<file path="src/rtl/shared_debounce_ctrl.sv">
`default_nettype none
// ============================================================================
// Module   : shared_debounce_ctrl
// Brief    : 4-channel switch debouncer sharing a single interval timer,
//            with a one-deep change-event slot and ready/valid handshake.
// Revision : 1.0 - initial release
// ============================================================================
module shared_debounce_ctrl #(
  parameter int COUNT = 1,
  parameter int BITS  = 1
) (
  input  logic       clk,
  input  logic       reset,
  input  logic [3:0] sig,
  output logic [3:0] db,
  output logic       evt_valid,
  output logic [1:0] evt_id,
  output logic       evt_level,
  input  logic       evt_ready,
  output logic       busy
);

  localparam logic [BITS-1:0] c_last_cnt = BITS'(COUNT - 1);

  typedef enum logic [1:0] {
    ST_IDLE = 2'd0,
    ST_RUN  = 2'd1,
    ST_DONE = 2'd2
  } state_t;

  state_t          r_state, w_state_nxt;
  logic [BITS-1:0] r_count, w_count_nxt;
  logic [1:0]      r_ptr, w_ptr_nxt;
  logic [1:0]      r_grant, w_grant_nxt;
  logic [3:0]      r_db, w_db_nxt;
  logic            r_evt_valid, w_evt_valid_nxt;
  logic [1:0]      r_evt_id, w_evt_id_nxt;
  logic            r_evt_level, w_evt_level_nxt;

  logic [3:0]      w_cand;
  logic            w_found;
  logic [1:0]      w_pick;
  logic            w_slot_free;

  assign w_cand      = sig ^ r_db;
  assign w_slot_free = ~r_evt_valid | evt_ready;

  // Round-robin search from r_ptr; descending offsets so the nearest wins.
  always_comb begin
    logic [1:0] idx;
    w_found = 1'b0;
    w_pick  = r_ptr;
    idx     = r_ptr;
    for (int i = 3; i >= 0; i--) begin
      idx = r_ptr + 2'(i);
      if (w_cand[idx]) begin
        w_found = 1'b1;
        w_pick  = idx;
      end
    end
  end

  always_comb begin
    w_state_nxt     = r_state;
    w_count_nxt     = r_count;
    w_ptr_nxt       = r_ptr;
    w_grant_nxt     = r_grant;
    w_db_nxt        = r_db;
    w_evt_valid_nxt = r_evt_valid & ~evt_ready;
    w_evt_id_nxt    = r_evt_id;
    w_evt_level_nxt = r_evt_level;
    case (r_state)
      ST_IDLE: begin
        if (w_found && w_slot_free) begin
          w_grant_nxt = w_pick;
          w_count_nxt = '0;
          w_state_nxt = ST_RUN;
        end
      end
      ST_RUN: begin
        w_count_nxt = r_count + 1'b1;
        if (r_count == c_last_cnt) begin
          w_state_nxt = ST_DONE;
        end
      end
      ST_DONE: begin
        // Input is only judged here; anything seen during RUN is ignored.
        if (sig[r_grant] != r_db[r_grant]) begin
          w_db_nxt[r_grant] = ~r_db[r_grant];
          w_evt_valid_nxt   = 1'b1;
          w_evt_id_nxt      = r_grant;
          w_evt_level_nxt   = ~r_db[r_grant];
        end
        w_ptr_nxt   = r_grant + 2'd1;
        w_state_nxt = ST_IDLE;
      end
      default: begin
        w_state_nxt = ST_IDLE;
      end
    endcase
  end

  always_ff @(posedge clk) begin
    if (reset) begin
      r_state     <= ST_IDLE;
      r_count     <= '0;
      r_ptr       <= 2'd0;
      r_grant     <= 2'd0;
      r_db        <= 4'b0000;
      r_evt_valid <= 1'b0;
      r_evt_id    <= 2'd0;
      r_evt_level <= 1'b0;
    end else begin
      r_state     <= w_state_nxt;
      r_count     <= w_count_nxt;
      r_ptr       <= w_ptr_nxt;
      r_grant     <= w_grant_nxt;
      r_db        <= w_db_nxt;
      r_evt_valid <= w_evt_valid_nxt;
      r_evt_id    <= w_evt_id_nxt;
      r_evt_level <= w_evt_level_nxt;
    end
  end

  assign db        = r_db;
  assign evt_valid = r_evt_valid;
  assign evt_id    = r_evt_id;
  assign evt_level = r_evt_level;
  assign busy      = (r_state != ST_IDLE);

endmodule
`default_nettype wire

</file>
<file path="config.mk">
export PLATFORM = sky130hd
export DESIGN_NAME = shared_debounce_ctrl
export DESIGN_NICKNAME = d
export VERILOG_FILES = /design/src/rtl/shared_debounce_ctrl.sv
export SDC_FILE = /design/constraint.sdc
export NUM_CORES = 1
export LEC_CHECK = 0
export CAP_MARGIN = 20
export CORE_MARGIN = 2
export CORE_UTILIZATION = 47
export CTS_BUF_LIST = sky130_fd_sc_hd__clkbuf_4 sky130_fd_sc_hd__clkbuf_8
export DETAILED_ROUTE_END_ITERATION = 8
export PLACE_DENSITY = 0.8
export SLEW_MARGIN = 20
export SYNTH_ARGS = -nofsm -noshare
export SYNTH_HDL_FRONTEND = slang
export SYNTH_SLANG_ARGS = --single-unit
</file>
<file path="constraint.sdc">
create_clock -name clk -period 1.5 [get_ports clk]
set_clock_uncertainty 0.1 [all_clocks]
set_input_delay 0.225 -clock clk [delete_from_list [all_inputs] [get_ports clk]]
set_output_delay 0.225 -clock clk [all_outputs]
set_load 0.02 [all_outputs]
</file>
==> impl_metrics.py <==
metrics = {
    "status": {
        "outcome": "finished with violations",
        "violations": "setup timing",
    },
    "final_layout": {
        "area_growth_pct": 68.7,
        "layout_common_cells": "buf_4 (21), dlygate4sd2_1 (11), nand2_1 (10), dfxtp_1 (9), o21ai_0 (8)",
        "layout_commonest_cell": "buf_4",
        "fin_util": 0.835,
        "drive_gt1_frac": 0.430,
        "layout.nets": 154,
        "diodes": 0,
    },
    "place": {
        "io_buffers": 15,
        "dpl.hpwl_um": 1860,
        "gp_congestion": 0.886,
        "post-place-ws_ns": -0.533,
    },
    "critical_path": {
        "cp.required_ns": 1.63,
        "cp.arrival_ns": 1.86,
        "worstSetupStartpointType": "flip-flop",
        "critPathMaxFanout": 2,
        "criticalPathCategory": "reg2reg",
        "rr_startpoint": "db[2]",
        "crit_path_start": "db[2]",
        "endpoint_kind": "flip-flop",
    },
    "timing": {
        "fin_crit_sh": 1.15,
        "rsz0062_at_grt": "yes",
        "hold_violations": 0,
        "setup_viol": 12,
        "layout_setup_ws_ns": -0.231,
        "min_period_ns": 1.73,
        "relSlewSlack": 0.804,
        "fmax_mhz": 578,
        "drv_slew": 0,
        "max_slew.worst_pin.slew_ns": 0.293,
    },
    "global_route": {
        "grt_max_degree": 13,
        "grt_pass1_vias": 878,
        "grt_pass1_wl_um": 3990,
        "grt_overflow_total": 0,
        "grt_usage": 0.267,
        "grt_antenna_before_repair": 0,
    },
    "job": {
        "cap_violations": 0,
    },
    "power": {
        "p_per_area_mw_per_mm2": 1430,
        "ir_drop_mv": 0.927,
        "p_leak_nw": 0.593,
    },
    "clock_network": {
        "cts_max_path_buffers": 2,
        "numCtsBuffers": 3,
        "hold_buffers": 0,
        "cts_tree": "done",
        "htree_num_levels": 1,
        "worst_skew_pair.late_latency_ns": 0.29,
        "clkTransAtPathRegs_ns": 0.09,
        "cts.root.buffer_cell": "clkbuf_4",
        "cts_sinks": 15,
    },
    "route": {
        "drc": 0,
        "drt_wl_total_um": 2980,
        "antenna_left": 0,
        "avgRoutedWirePerCell_um": 17.8,
        "first_pass_iters": 4,
        "vias": 989,
        "viasPerCell": 5.92,
        "drt_iter0_drc": 31,
    },
    "die": {
        "die-height_um": 46.6,
        "dieArea_mm2": 0.00218,
        "ios": 16,
        "fp.dieW_um": 46.6,
        "core_area_mm2": 0.00173,
        "initial_core_util": 0.495,
        "rows": 15,
    },
    "worst_hold_path": {
        "min_from": "evt_id[0]",
        "min_path_type": "reg2reg",
    },
    "logic_synthesis": {
        "synth-seq-cells": 15,
        "synth_enable_flop_cells": 0,
        "netlist_instances": 97,
        "yosysTopAreaCell": "dfxtp_1",
        "ys_seq_area_frac": 0.351,
        "synth_ff_type": "dfxtp_1",
        "synthTopCellsByArea": "dfxtp_1 (35%), mux4_2 (7.9%), ha_1 (5.9%)",
        "netlist_area_um2": 855,
        "synth_top_cell_area_share": 0.351,
        "syn_avg_cell_area_um2": 8.81,
        "synth_cell_types": 32,
        "async_flop_share": 0,
        "syn_nets": 108,
        "ys_warn_count": 0,
    },
}
[final cells by class]
cell class | instances | area (um^2)
Clock inverter | 1 | 5.00
Multi-Input combinational cell | 77 | 677
Tap cell | 25 | 31.3
Fill cell | 103 | 285
Inverter | 4 | 15.0
Sequential cell | 15 | 320
Timing Repair Buffer | 42 | 370
Clock buffer | 3 | 22.5
[through the flow]
step | instances | hold slack, ns | area [um^2] | TNS (ns) | total power (W)
detailed placement | 154 | 0.380 | 1220 | -4.77 | 0.00148
floorplan | 97 | 0.190 | 906 | -0.0812 | 0.00109
finish | 167 | 0.370 | 1440 | -1.72 | 0.00206
global placement | 154 | 0.372 | 1220 | -4.25 | 0.00143
CTS | 166 | 0.364 | 1380 | -1.54 | 0.00191
global route | 167 | 0.382 | 1440 | -1.97 | 0.00215
[layer usage]
layer | routed length, um | GRT usage
met1 | 1160 | 0.333
met2 | 1570 | 0.481
met3 | 175 | 0.0235
met4 | 69 | 0.0833
met5 | 0 | 0
[worst paths after layout]
kind	end	slack, ns	cells past startpoint
worst max-delay path	evt_id[1]	-0.23	5
worst min-delay path	evt_id[0]	0.37	2
worst max register to register	evt_id[1]	-0.23	5
worst min register to register	evt_id[0]	0.37	2
[kinds of logic (layout without fill, tap and decap cells)]
kind of cell / after synthesis / count (layout) / synth area share
adders and majority gates: 4 / 4 / 0.0586
DFF: 15 / 15 / 0.351
muxes: 4 / 5 / 0.0908
AOI/OAI and AO/OA: 34 / 34 / 0.243
buffers and inverters: 6 / 50 / 0.0264
xor gates and xnor gates: 6 / 6 / 0.0615
and+or+nand+nor: 28 / 28 / 0.168
[where the power goes]
part	switching [W]	internal (W)	total [W]	leakage (nW)
Clock	0.000138	0.0000993	0.000237	0.0177
Sequential	0.0000889	0.000495	0.000584	0.127
Combinational	0.000593	0.000651	0.00124	0.449
Total	0.000820	0.00125	0.00206	0.593
[flip-flops by register name, summed over array words and instances, names as in the netlist]
name / count
r_state: 2
evt_level: 1
evt_id: 2
r_grant: 2
r_count: 1
r_ptr: 2
db: 4
evt_valid: 1
[cell usage after synthesis, drive strengths merged, types with 3 or more instances]
library cell	instances
a21oi	8
a31oi	4
dfxtp	15
ha	4
inv	4
mux4	3
nand2	11
nand2b	3
o21ai	9
o22ai	5
xnor2	4
[timing repair]
item                                   CTS  global route
gates resized for setup                 30            16
setup buffers                            7             4
setup endpoints to repair               19            13
endpoints found under the hold margin    0             0
pin swaps                               11             7
gates cloned                             1             0
[critical path, stage by stage, from the launching register on]
cell and delay (ns):
dfxtp_4 0.36, buf_12 0.12, xnor2_4 0.12, mux4_2 0.48, or3_1 0.33, a21oi_1 0.15
Note: power is estimated with default switching activity, not from simulation.
